## config.mk

```make
export PLATFORM = sky130hd
export DESIGN_NAME = up_down_counter_mod
export DESIGN_NICKNAME = d
export VERILOG_FILES = /design/src/rtl/up_down_counter_mod.sv
export SDC_FILE = /design/constraint.sdc
export NUM_CORES = 1
export LEC_CHECK = 0
export ABC_AREA = 1
export CORE_AREA = 3 3 40 42
export CTS_BUF_LIST = sky130_fd_sc_hd__clkbuf_4 sky130_fd_sc_hd__clkbuf_8 sky130_fd_sc_hd__clkbuf_16
export DETAILED_ROUTE_END_ITERATION = 12
export DIE_AREA = 0 0 43 45
export PLACE_DENSITY_LB_ADDON = 0.12
export SLEW_MARGIN = 10
export SYNTH_ARGS = -nofsm -noshare
export SYNTH_HDL_FRONTEND = slang
export SYNTH_SLANG_ARGS = --single-unit
export TNS_END_PERCENT = 100
```

## constraint.sdc

```tcl
create_clock -name clk -period 1.6 [get_ports clk]
set_clock_uncertainty 0.15 [all_clocks]
set_input_delay 0.32 -clock clk [delete_from_list [all_inputs] [get_ports clk]]
set_output_delay 0.32 -clock clk [all_outputs]
set_load 0.02 [all_outputs]
```

## src/rtl/up_down_counter_mod.sv

```systemverilog
// -----------------------------------------------------------------------------
// up_down_counter_mod
//
// General-purpose up/down counter over the range 0..MAX_COUNT (MAX_COUNT need
// not be a power of two). Supports count enable, synchronous parallel load
// with clamping, wrap or saturate at the range limits, a combinational
// terminal-count flag and a registered wrap/overflow pulse.
//
// Parameters:
//   WIDTH     - counter width in bits (>= 1)
//   MAX_COUNT - inclusive upper bound, 1 <= MAX_COUNT <= 2^WIDTH-1
//   SATURATE  - 0: wrap modulo MAX_COUNT+1, 1: hold at the limit
//
// Ports:
//   clk      in   system clock, rising edge
//   rst      in   synchronous reset, active-low
//   en       in   count enable
//   mode     in   direction, 0 = up, 1 = down
//   load     in   synchronous load strobe (priority over en)
//   load_val in   value to load, clamped to MAX_COUNT
//   count    out  registered count
//   tc       out  terminal count (combinational from count and mode)
//   ovf      out  registered one-cycle pulse on wrap / step past a limit
// -----------------------------------------------------------------------------
module up_down_counter_mod #(
   parameter int unsigned WIDTH     = 3,
   parameter int unsigned MAX_COUNT = 7,
   parameter bit          SATURATE  = 1'b0
) (
   input  logic             clk,
   input  logic             rst,
   input  logic             en,
   input  logic             mode,
   input  logic             load,
   input  logic [WIDTH-1:0] load_val,
   output logic [WIDTH-1:0] count,
   output logic             tc,
   output logic             ovf
);

   localparam logic [WIDTH-1:0] MAX_C = WIDTH'(MAX_COUNT);
   localparam logic [WIDTH-1:0] ONE_C = WIDTH'(1);

   typedef enum logic [1:0] {
      ACT_HOLD,
      ACT_LOAD,
      ACT_UP,
      ACT_DOWN
   } act_e;

   act_e             act;
   logic [WIDTH-1:0] count_q, count_d;
   logic             ovf_q, ovf_d;
   logic             at_max, at_zero;

   assign at_max  = (count_q == MAX_C);
   assign at_zero = (count_q == '0);

   // Load outranks counting; reset is handled in the register process.
   always_comb begin
      act = ACT_HOLD;
      if (load) begin
         act = ACT_LOAD;
      end else if (en) begin
         act = mode ? ACT_DOWN : ACT_UP;
      end
   end

   // Limits are compared explicitly against MAX_COUNT / 0 so a range that
   // is not a power of two never relies on natural 2^WIDTH rollover.
   always_comb begin
      count_d = count_q;
      ovf_d   = 1'b0;
      case (act)
         ACT_LOAD: begin
            count_d = (load_val > MAX_C) ? MAX_C : load_val;
         end
         ACT_UP: begin
            if (at_max) begin
               ovf_d   = 1'b1;
               count_d = SATURATE ? MAX_C : '0;
            end else begin
               count_d = count_q + ONE_C;
            end
         end
         ACT_DOWN: begin
            if (at_zero) begin
               ovf_d   = 1'b1;
               count_d = SATURATE ? '0 : MAX_C;
            end else begin
               count_d = count_q - ONE_C;
            end
         end
         default: begin
            count_d = count_q;
            ovf_d   = 1'b0;
         end
      endcase
   end

   always_ff @(posedge clk) begin
      if (!rst) begin
         count_q <= '0;
         ovf_q   <= 1'b0;
      end else begin
         count_q <= count_d;
         ovf_q   <= ovf_d;
      end
   end

   assign count = count_q;
   assign ovf   = ovf_q;
   assign tc    = mode ? at_zero : at_max;

endmodule

```

# Word level (Yosys, flattened, before mapping)
# Index checks and enable logic that the tools add are counted.
# Widths: inputs -> output; s select.
# word_totals
word_cells	22
latch_bits	0
out_inout_bits	5
ff_bits	4
ram_bits	0
mem_bits_ro	0
inputBits	8
memories	0
# op_classes
n_div	0
n_mux	11
bitwise_logic	0
n_eq_ne	4
multipliers	0
shift	0
n_lt_le_gt_ge	1
n_reduce_logical	2
n_addsub	2
# ops
op	n
$mux 3	3
$pmux 3 s3	1
$eq 2x2->1 const B	2
$mux 1	4
$mux 2	2
$add 3x1->3 const B	1
$eq 3x3->1 const B	1
$gt 3x3->1 const B	1
$logic_not 3->1	1
$reduce_bool 3->1	1
$sub 3x1->3 const B	1
$eq 2x1->1 const B	1
$pmux 1 s2	1

# Logic depth before layout (Yosys ltp)
# Gate-level depths: netlist (run 1).
# depth
depth_word	5
depth_mapped	8
mapped_depth_nobuf	8

# Least setup slack after synthesis (run 1)
# OpenSTA, ideal clock, no wires.
# synth_timing
kind	reg-to-output
from	register count_q[0] (netlist: count[0])
to	output tc
required_time_ns	1.130
path_stages_with_launch	5
t_arrival_ns	1.088
slack_ns	0.042
n_path_buf	0
cell_sequence	dfxtp_1 inv_1 ha_1 nand2_1 o21ai_1
# synth_between
elab_chain_len	2
elab_cells_between_ends	3
classes_between	1 x eq/ne; 1 x mux; 1 x reduce/logical
# synth_lines
element	line_no	source
start: declaration	52	logic [WIDTH-1:0] count_q, count_d;
start signal: assignment	106	count_q <= count_d;
$eq 3x3->1 / $logic_not 3->1 (equally long branches)	56, 57	
$mux 1 *	113	assign tc = mode ? at_zero : at_max;
end: declaration	37	output logic tc,
# Every way passes the cells marked *; elsewhere a longest branch is shown, timed or not.

# Worst setup path in the final report (run 1)
# layout_timing
from	register count_q[1] (netlist: count[1])
to	output tc
# Same word-level chain as after synthesis.

==> impl_results.rst, run 1 <==
.. list-table::
   :header-rows: 1

   * - Metric
     - Value
   * - Final Worst Setup Slack
     - -0.0261 ns
   * - Max clock buf depth
     - 2
   * - Detailed Route Iter0 Violations
     - 5
   * - Status
     - finished with violations
   * - Number of failing hold endpoints at the final stage
     - 0
   * - Transition time at the pin with the least slew margin
     - roughly 0.24 ns
   * - Routed length on met2
     - 432 µm
   * - Storage cell area
     - around 86 µm²
   * - Yosys warnings
     - 0
   * - Sum of negative setup slack
     - -0.0261 ns
   * - Number of clock sinks
     - 4
   * - Synth cell types
     - 14
   * - DR vias/cell
     - 4.33
   * - Largest stage delay on the critical path
     - 0.35 ns
   * - Count of buffers from port buffering
     - 12
   * - Hold path cells
     - 4
   * - Antenna fix cells
     - 0
   * - Critical Path Start Type
     - flip-flop
   * - Placed wire-length estimate after detailed placement
     - 708 µm
   * - Filler cells
     - 136
   * - Critical path fanouts, max
     - 3
   * - Buf+Inv Stages, Crit Path
     - 1
   * - Minimum clock period
     - ~1.6 ns
   * - Via count of the first global-routing pass
     - 348
   * - Wire length per cell after detailed routing
     - 9.10 µm
   * - Syn avg cell area
     - approximately 6 µm²
   * - Final number of max-transition violations
     - 0
   * - Cell count of the worst reg-to-reg path
     - 8
   * - Kind of end point of the critical path
     - output pin
   * - Fin Hold WS
     - roughly 0.44 ns
   * - Initial Utilization
     - 24.8%
   * - Failing checks
     - setup timing
   * - H-tree level count
     - 1
   * - Die height
     - 45 µm
   * - Area added between synthesis and finish
     - 87.8%
   * - Setup violators final
     - 1
   * - Data required, critical path
     - 1.13 ns
   * - Clock insertion delay at the later pin of the skew report
     - roughly 0.23 ns
   * - Maxcap violations
     - 0
   * - Number of buffers created by CTS
     - 3
   * - Die Span X
     - approximately 43 µm
   * - Top routing layer used
     - met3
   * - Min-delay src
     - count[2]$_SDFFE_PN0P_
   * - Drt total wl
     - 828 µm
   * - Unrepaired setup endpoints after global routing
     - yes
   * - Fin crit share
     - 102%
   * - Placeable core region
     - 0.00128 mm²
   * - Antenna violations before repair
     - 0
   * - First-pass GRT wire length
     - 1.30 mm
   * - Post-synthesis instance total
     - between 50 and 60
   * - Last weighted congestion value of the routability-driven placer
     - 0.738
   * - CP cell instances
     - ha_4 > ha_4 > nand2_2 > o21ai_2 > buf_6
   * - Worst min-delay path class
     - reg2reg
   * - Most frequent CP cell
     - sky130_fd_sc_hd__ha_4
   * - Number of optimization iterations in the first detailed-route pass
     - 3
   * - Share of synthesized area occupied by flip-flops and latches
     - 25.1%
   * - Pin count of the biggest net entering global routing
     - 6
   * - Relative slew slack
     - 84.1%
   * - Launch point of the worst path
     - count[1]$_SDFFE_PN0P_
   * - Worst voltage drop across the vdd grid
     - between 0.2 and 0.3 mV
   * - Final net count
     - 90
   * - Synthesized netlist net count
     - 64
   * - Ports
     - 13
   * - Critical Path Stages
     - 5
   * - Global router's overall resource usage
     - 9.40%
   * - TritonCTS clock tree
     - built
   * - Kind of cell with the highest combined delay on the critical path
     - flip-flops
   * - Synthesized flop and latch total
     - 4
   * - Critical path arrival
     - 1.16 ns
   * - Fmax
     - 615 MHz
   * - Critical-path cell with the highest stage delay
     - sky130_fd_sc_hd__dfxtp_4
   * - FP Rows
     - 13
   * - Power Dens Cells
     - about 660 mW/mm²
   * - Total number of vias
     - ~400
   * - Standby leakage power
     - 0.000310 µW
   * - CTS Hold Buffers Added
     - 0
   * - Clock slew seen by the registers of the worst setup and hold paths
     - 0.04 ns
   * - Reg-to-reg startpoint
     - count[0]$_SDFFE_PN0P_
   * - Floorplan die area
     - between 0.0015 and 0.002 mm²
   * - Worst Setup Path Type
     - reg2out
   * - DRC Markers
     - 0
   * - Overflow left after global routing
     - 0
   * - Multi-input logic area
     - 244 µm²
   * - Total length of routed met3 wires
     - 41 µm
   * - Root Buffer
     - sky130_fd_sc_hd__clkbuf_4
   * - Synth Cell Area
     - 319 µm²
   * - DRT met1 WL
     - about 350 µm
   * - Antenna Violating Nets Remaining
     - 0
   * - Layout cells sized above 1
     - 34.2%
final cells by class:
| cell class | count | share of cell area [%] |
|---|---|---|
| inverters | 11 | 7.31 |
| repair buffers | 21 | 30.7 |
| flip-flops and latches | 4 | 14.4 |
| multi-input cells | 37 | 40.7 |
| well taps | 15 | 3.13 |
| clock buffers | 3 | 3.76 |
worst register-to-register path: stages, from the launching register on:
cell	delay (ns)
sky130_fd_sc_hd__dfxtp_2	0.36
sky130_fd_sc_hd__inv_2	0.06
sky130_fd_sc_hd__ha_4	0.15
sky130_fd_sc_hd__buf_4	0.12
sky130_fd_sc_hd__buf_4	0.11
sky130_fd_sc_hd__nor3_1	0.17
sky130_fd_sc_hd__nor2_1	0.08
sky130_fd_sc_hd__nor2_1	0.09
sky130_fd_sc_hd__nor2_1	0.04
power breakdown:
group,leakage [µW],internal (µW),switching [µW]
Sequential,0.0000342,109,9.91
Combinational,0.000262,81.9,71.9
Clock,0.0000138,83.6,37.1
worst paths after layout:
kind,to,slack [ns]
setup / recovery,tc,-0.03
hold / removal,count[2]$_SDFFE_PN0P_,0.44
setup reg to reg,count[2]$_SDFFE_PN0P_,0.18
hold reg to reg,count[2]$_SDFFE_PN0P_,0.44
sequential cells by signal, indices dropped and copies added, names as in the netlist:
signal / cells
ovf: 1
count: 3
metrics by stage:
stage	std cells	area (µm²)	power, µW	worst slack, ns	util [%]
after floorplan	52	319	180	0.0421	-
after global placement	87	518	255	-0.505	40.3
after detailed placement	87	518	255	-0.515	40.3
after CTS	90	531	376	-0.144	41.3
after global routing	91	599	424	-0.0715	46.6
final	91	599	393	-0.0261	46.6
logic make-up after synthesis:
family                     Yosys count  synth area share (%)
AOI/OAI and AO/OA                    6                  9.41
adders and majority gates            4                  15.7
buffers and inverters               11                  12.9
and+or+nand+nor                     27                  36.9
DFF                                  4                  25.1
per-layer routing:
metal | track usage [%] | vias up
met5 | 0 | -
met2 | 15.9 | 8
li1 | - | 216
met4 | 3.61 | 0
met3 | 4.78 | 0
met1 | 10.1 | 170
timing repair:
action,4_1_cts,5_1_grt
gates resized for setup,8,18
endpoints found under the hold margin,0,0
pin swaps,0,2
endpoints found under the setup margin,5,1
setup buffers,0,1
Yosys cell counts:
cell / count / area share (%)
sky130_fd_sc_hd__nand2_1: 13 / 15
sky130_fd_sc_hd__inv_1: 11 / 13
sky130_fd_sc_hd__nor2_1: 5 / 5.9
sky130_fd_sc_hd__dfxtp_1: 4 / 25
sky130_fd_sc_hd__ha_1: 4 / 16
sky130_fd_sc_hd__nand3_1: 4 / 6.3
sky130_fd_sc_hd__o21ai_0: 3 / 4.7
sky130_fd_sc_hd__a21oi_1: 2 / 3.1
sky130_fd_sc_hd__and3_1: 1 / 2.0
sky130_fd_sc_hd__nand2_2: 1 / 2.0
sky130_fd_sc_hd__nand4_1: 1 / 2.0
sky130_fd_sc_hd__nor2_2: 1 / 2.0
sky130_fd_sc_hd__nor3_1: 1 / 1.6
sky130_fd_sc_hd__o21ai_1: 1 / 1.6
cell usage in the layout (no fill, tap or decap):
cell type / synthesis / layout
sky130_fd_sc_hd__dfxtp_2: 0 / 2
sky130_fd_sc_hd__ha_4: 0 / 3
sky130_fd_sc_hd__o21ai_0: 3 / 3
sky130_fd_sc_hd__nor2_1: 5 / 5
sky130_fd_sc_hd__inv_1: 11 / 9
sky130_fd_sc_hd__dfxtp_1: 4 / 1
sky130_fd_sc_hd__dfxtp_4: 0 / 1
sky130_fd_sc_hd__and3_1: 1 / 1
sky130_fd_sc_hd__nor2_2: 1 / 1
sky130_fd_sc_hd__nand2_2: 1 / 3
sky130_fd_sc_hd__clkdlybuf4s50_1: 0 / 7
sky130_fd_sc_hd__dlygate4sd2_1: 0 / 4
sky130_fd_sc_hd__ha_1: 4 / 1
sky130_fd_sc_hd__buf_4: 0 / 9
sky130_fd_sc_hd__nor3_1: 1 / 1
sky130_fd_sc_hd__nand2_1: 13 / 11
sky130_fd_sc_hd__nand3_1: 4 / 4
sky130_fd_sc_hd__o21ai_2: 0 / 1
sky130_fd_sc_hd__inv_2: 0 / 1
sky130_fd_sc_hd__inv_4: 0 / 1
sky130_fd_sc_hd__buf_6: 0 / 1
sky130_fd_sc_hd__clkbuf_4: 0 / 3
sky130_fd_sc_hd__nand4_1: 1 / 1
sky130_fd_sc_hd__a21oi_1: 2 / 2
Note: power is estimated with default switching activity, not from simulation.
==> inputs of run 2 (changes only) <==
--- a/config.mk
+++ b/config.mk
@@ -6,11 +6,13 @@
 export NUM_CORES = 1
 export LEC_CHECK = 0
 export ABC_AREA = 1
+export CAP_MARGIN = 20
 export CORE_AREA = 3 3 40 42
 export CTS_BUF_LIST = sky130_fd_sc_hd__clkbuf_4 sky130_fd_sc_hd__clkbuf_8 sky130_fd_sc_hd__clkbuf_16
 export DETAILED_ROUTE_END_ITERATION = 12
 export DIE_AREA = 0 0 43 45
 export PLACE_DENSITY_LB_ADDON = 0.12
+export REMOVE_ABC_BUFFERS = 1
 export SLEW_MARGIN = 10
 export SYNTH_ARGS = -nofsm -noshare
 export SYNTH_HDL_FRONTEND = slang
==> results of run 2 <==
The final DEF is identical to that of run 1; final timing and power are the same.
